==> src/rtl/uart8_tx.sv <==
// -----------------------------------------------------------------------------
// uart8_tx -- 8-bit UART transmitter (8N1, optional even parity)
//
// Sends one byte per accepted request as a serial frame: start bit (0), eight
// data bits LSB first, an optional even-parity bit, then a stop bit (1).
// Each bit lasts DIV = CLOCK_RATE / BAUD_RATE clock cycles (DIV must be >= 2).
//
// Optional feature macro: UART8_TX_PARITY_EN
//   defined   -> PARITY_BIT state inserted after DATA_BITS, 11*DIV-cycle frame
//   undefined -> plain 8N1, 10*DIV-cycle frame, no parity logic at all
//
// Parameters:
//   CLOCK_RATE  input clock frequency in Hz
//   BAUD_RATE   serial bit rate in bits/s
//
// Ports:
//   clk      in   single clock, rising edge
//   rstn     in   synchronous active-low reset
//   txEn     in   transmitter enable; gates the start of new frames only
//   txStart  in   request to send the byte on 'in'
//   in       in   [7:0] byte to send, captured when the request is accepted
//   txBusy   out  frame in progress
//   txDone   out  one-cycle pulse in the final cycle of a frame
//   tx       out  serial line, idle high, driven straight from a register
//
// Frame timing: the txDone cycle is the last stop-bit cycle. The FSM is
// already back in IDLE there, so a request in that cycle starts the next
// start bit right after it and back-to-back stop bits stay exactly DIV long.
// -----------------------------------------------------------------------------
module uart8_tx #(
  parameter int CLOCK_RATE = 12000000,
  parameter int BAUD_RATE  = 9600
) (
  input  logic       clk,
  input  logic       rstn,
  input  logic       txEn,
  input  logic       txStart,
  input  logic [7:0] in,
  output logic       txBusy,
  output logic       txDone,
  output logic       tx
);

  localparam int DIV   = CLOCK_RATE / BAUD_RATE;
  localparam int CNT_W = (DIV > 1) ? $clog2(DIV) : 1;

  localparam logic [CNT_W-1:0] CNT_LAST      = CNT_W'(DIV - 1);
  // The stop bit spends DIV-1 cycles in STOP_BIT; its final cycle is the
  // IDLE/txDone cycle.
  localparam logic [CNT_W-1:0] CNT_STOP_LAST = CNT_W'(DIV - 2);

`ifdef UART8_TX_PARITY_EN
  typedef enum logic [2:0] {
    IDLE       = 3'd0,
    START_BIT  = 3'd1,
    DATA_BITS  = 3'd2,
    PARITY_BIT = 3'd3,
    STOP_BIT   = 3'd4
  } state_t;
`else
  typedef enum logic [2:0] {
    IDLE      = 3'd0,
    START_BIT = 3'd1,
    DATA_BITS = 3'd2,
    STOP_BIT  = 3'd4
  } state_t;
`endif

  state_t           r_state;
  logic [CNT_W-1:0] r_cnt;
  logic [2:0]       r_idx;
  logic [7:0]       r_shift;
  logic             r_tx;
  logic             r_done;

  state_t           w_state_next;
  logic [CNT_W-1:0] w_cnt_next;
  logic [2:0]       w_idx_next;
  logic [7:0]       w_shift_next;
  logic             w_tx_next;
  logic             w_done_next;
  logic             w_bit_end;

`ifdef UART8_TX_PARITY_EN
  logic             r_parity;
  logic             w_parity_next;
`endif

  assign w_bit_end = (r_cnt == CNT_LAST);

  // Next-state and next-output logic. tx is computed one cycle ahead and
  // registered, so the line only moves on bit boundaries and never glitches.
  always_comb begin
    w_state_next  = r_state;
    w_cnt_next    = r_cnt;
    w_idx_next    = r_idx;
    w_shift_next  = r_shift;
    w_tx_next     = r_tx;
    w_done_next   = 1'b0;
`ifdef UART8_TX_PARITY_EN
    w_parity_next = r_parity;
`endif

    case (r_state)
      IDLE: begin
        w_tx_next  = 1'b1;
        w_cnt_next = '0;
        w_idx_next = '0;
        if (txStart && txEn) begin
          w_shift_next  = in;
`ifdef UART8_TX_PARITY_EN
          w_parity_next = ^in;
`endif
          w_state_next  = START_BIT;
          w_tx_next     = 1'b0;
        end
      end

      START_BIT: begin
        if (w_bit_end) begin
          w_cnt_next   = '0;
          w_state_next = DATA_BITS;
          w_tx_next    = r_shift[0];
        end else begin
          w_cnt_next = r_cnt + CNT_W'(1);
        end
      end

      DATA_BITS: begin
        if (w_bit_end) begin
          w_cnt_next = '0;
          if (r_idx == 3'd7) begin
            // Index parks at 7 instead of wrapping; IDLE clears it.
`ifdef UART8_TX_PARITY_EN
            w_state_next = PARITY_BIT;
            w_tx_next    = r_parity;
`else
            w_state_next = STOP_BIT;
            w_tx_next    = 1'b1;
`endif
          end else begin
            w_idx_next   = r_idx + 3'd1;
            w_shift_next = {1'b0, r_shift[7:1]};
            w_tx_next    = r_shift[1];
          end
        end else begin
          w_cnt_next = r_cnt + CNT_W'(1);
        end
      end

`ifdef UART8_TX_PARITY_EN
      PARITY_BIT: begin
        if (w_bit_end) begin
          w_cnt_next   = '0;
          w_state_next = STOP_BIT;
          w_tx_next    = 1'b1;
        end else begin
          w_cnt_next = r_cnt + CNT_W'(1);
        end
      end
`endif

      STOP_BIT: begin
        if (r_cnt == CNT_STOP_LAST) begin
          w_cnt_next   = '0;
          w_state_next = IDLE;
          w_done_next  = 1'b1;
        end else begin
          w_cnt_next = r_cnt + CNT_W'(1);
        end
      end

      default: begin
        w_state_next = IDLE;
        w_tx_next    = 1'b1;
        w_cnt_next   = '0;
        w_idx_next   = '0;
      end
    endcase
  end

  always_ff @(posedge clk) begin
    if (!rstn) begin
      r_state  <= IDLE;
      r_cnt    <= '0;
      r_idx    <= '0;
      r_shift  <= '0;
      r_tx     <= 1'b1;
      r_done   <= 1'b0;
`ifdef UART8_TX_PARITY_EN
      r_parity <= 1'b0;
`endif
    end else begin
      r_state  <= w_state_next;
      r_cnt    <= w_cnt_next;
      r_idx    <= w_idx_next;
      r_shift  <= w_shift_next;
      r_tx     <= w_tx_next;
      r_done   <= w_done_next;
`ifdef UART8_TX_PARITY_EN
      r_parity <= w_parity_next;
`endif
    end
  end

  assign tx     = r_tx;
  assign txDone = r_done;
  assign txBusy = (r_state != IDLE);

endmodule

==> config.mk <==
export PLATFORM = sky130hd
export DESIGN_NAME = uart8_tx
export DESIGN_NICKNAME = d
export VERILOG_FILES = /design/src/rtl/uart8_tx.sv
export SDC_FILE = /design/constraint.sdc
export NUM_CORES = 1
export LEC_CHECK = 0
export CAP_MARGIN = 20
export CORE_AREA = 3 3 82 84
export CTS_BUF_LIST = sky130_fd_sc_hd__clkbuf_8
export DETAILED_ROUTE_END_ITERATION = 16
export DIE_AREA = 0 0 85 87
export PLACE_DENSITY = 0.39
export SLEW_MARGIN = 0
export SYNTH_ARGS = -nofsm -noshare
export SYNTH_HDL_FRONTEND = slang
export SYNTH_SLANG_ARGS = --single-unit
==> constraint.sdc <==
create_clock -name clk -period 1.5 [get_ports clk]
set_input_delay 0.3 -clock clk [delete_from_list [all_inputs] [get_ports clk]]
set_output_delay 0.3 -clock clk [all_outputs]
set_load 0.01 [all_outputs]
==> results.toml <==
[run_status]
run_status = "finished with violations"
violations = "setup timing"

[worst_setup_path]
reg2reg_from = "r_cnt[4]$_SDFF_PN0_"
crit_chain = "or3_4, nor4_4, buf_4, and3_1, o311ai_1"
critical_path.endpoint = "tx$_SDFFE_PN1P_"
setup.worst_path.start = "r_cnt[4]$_SDFF_PN0_"
worstSetupPathType = "register to register"
critPathCaptureType = "register"
r2r_slack_ns = -0.06
cp_max_fo = 4
cp.depth = 5
worst_path_largest_cell_delay_ns = 0.44
arrival_ns = 1.72
critPathBufInv = 1
startpoint_type = "register"
cp.required_ns = 1.66
reg2reg_depth = 5
cpLargestDelayFamily = "simple AND/OR/NAND/NOR gates"
worstReg2RegEnd = "tx$_SDFFE_PN1P_"
slowest_stage = "or3_4"

[route]
wl_um = 3670
wl_per_cell_um = 13.1
drc = 0
route.antenna.remaining_nets = 0
vias = 1307
drtPass1Iterations = 4
first_iter_violations = 34
vias_per_cell = 4.65

[timing]
fin_tns_setup_ns = -0.489
tightest_slew_ns = 0.319
rsz0062_at_grt = "true"
worst_slack_ns = -0.0568
fmax_mhz = 642
fin_crit_sh = 1.04
finalSetupViolCount = 17
clock-skew-final_ns = 0.00219
report.final.slew_viol_count = 0
relSlewSlack = 0.785
holdWs_ns = 0.518
hold_violations = 0
period_needed_ns = 1.56

[yosys]
yosys_warnings = 0
ys_types = 42
yosysSeqAreaShare = 0.358
synthArstFlopShare = 0
avgSynthCellArea_um2 = 9.15
synth-seq-cells = 27
synth_most_common_cell = "dfxtp_1"
syn_area_um2 = 1510
netlist_instances = 165
synth.area.top_cells = "dfxtp_1 36%, mux2i_1 5.3%, ha_1 4.1%, xnor2_1 4.1%, nand3_1 4.0%"
synth_edf_count = 0
synthFlopType = "dfxtp_1"
yosysTopAreaCellShare = 0.358
yosys.area.top_type = "dfxtp_1"
synth_common_cells = "27 x dfxtp_1, 16 x nor2_1, 12 x nand3_1, 10 x a21oi_1"
syn-num-nets = 182

[final_layout]
nets = 224
antenna_cells = 0
drive_above_1_share = 0.345
final_cell_area_um2 = 2160
fill_cells = 608
area_growth_pct = 43.1
fin_cells = 281

[die]
die_w_um = 85
start_util = 0.252
die_y_um = 87
io_pins = 15
coreArea_um2 = 5990
rows = 28
dieArea_um2 = 7400

[placed_design]
port-buffer-count = 14
hpwl_um = 2790
place_inst = 276
place.gp.congestion = 0.766
placed_area_um2 = 2030
place_ws_ns = -0.165

[clocking]
cts_hold_buf = 0
cts_buffers = 3
cts_root_buf = "clkbuf_8"
clk_pin_slew_ns = 0.10
clk_latency_ns = 0.27
h-tree-depth = 1
clkSinkCount = 27
cts_buffer_depth = 2
cts_tree = "yes"

[grt]
antenna_found_initial = 0
overflow = 0
grtUsageTotal = 0.102
grt_pass1_wl_um = 6150
grt_pass1_vias = 1293
grt_max_degree = 17

[worst_hold_path]
hold_path_class = "register to register"
min-delay-start = "r_shift[6]$_SDFFE_PN0P_"

[power]
power_density_nw_per_um2 = 652
ir_drop_mv = 0.422
p_leak_uw = 0.000725

[run]
maxCapViolCount = 0
-- metal layers --
layer	track usage	part of all wire	vias up
li1	-	-	678
met1	0.132	0.48	614
met2	0.178	0.48	13
met3	0.0189	0.027	2
met4	0.0216	0.0049	0
met5	0	0	-
-- area by class of cell --
class                   count  area (um2)  area share
clock buffers               3        41.3      0.0191
clock inverters             1        7.51     0.00348
inverters                   5        18.8     0.00869
multi-input cells         123        1010       0.468
flip-flops and latches     27         547       0.253
well taps                  75        93.8      0.0435
repair buffers             47         440       0.204
-- flip-flops by register name (all words and copies together), names as in the netlist --
name     flops
r_shift      8
tx           1
r_idx        3
txDone       1
r_state      3
r_cnt       11
-- power breakdown --
part / internal, uW / leakage [uW] / switching (uW)
Combinational: 115 / 0.000482 / 99.4
Sequential: 740 / 0.000221 / 17.2
Clock: 189 / 0.0000217 / 248
-- cells in the final DEF (no fill, tap or decap), types with 4 or more instances in the layout --
master           Yosys  final
xor2_1               5      5
xnor2_1              7      7
nand2_1              8      8
mux2i_1              8      8
buf_4                2     27
nand3_1             12     12
nand4_1              5      5
clkdlybuf4s50_1      0     13
a211oi_2             0      6
nor2_1              16     15
a21oi_2              0      4
inv_1                5      4
a21oi_1             10      6
buf_12               0      4
dfxtp_1             27     24
-- worst min-delay path by stage --
stage	endpoint	depth (start not counted)
2_1_floorplan	r_cnt[0]$_SDFF_PN0_	1
3_3_place_gp	r_idx[2]$_SDFFE_PN0P_	2
3_5_place_dp	r_idx[2]$_SDFFE_PN0P_	2
4_1_cts	r_shift[0]$_SDFFE_PN0P_	2
5_1_grt	r_shift[6]$_SDFFE_PN0P_	2
6_report	r_shift[6]$_SDFFE_PN0P_	2
-- worst min-delay path, delay by kind of cell, from the launching register on --
kind,cells,cell delay (ns)
flops,1,0.33
compound gates,2,0.15
-- logic make-up (layout without fill, tap and decap cells) --
family          count (synthesis)  count (layout)  share of synthesized area
buf+inv                        15              56                     0.0506
compound gates                 33              33                      0.164
simple gates                   65              65                      0.263
mux                             8               8                     0.0531
flops                          27              27                      0.358
fa+ha+maj                       5               5                     0.0415
xor+xnor                       12              12                     0.0697
-- per-stage QoR --
stage	power [uW]	utilization
final	1410	0.360
after global routing	1480	0.360
after CTS	1420	0.354
after detailed placement	975	0.339
after global placement	971	0.339
after floorplan	877	-
-- repair_timing --
item                       CTS  global route
pin swaps                   19             2
resized for setup           17             9
setup endpoints to repair   28            29
hold endpoints to repair     0             0
cloned                       0             0
setup buffers                2             0
(Power assumes the default switching activity.)
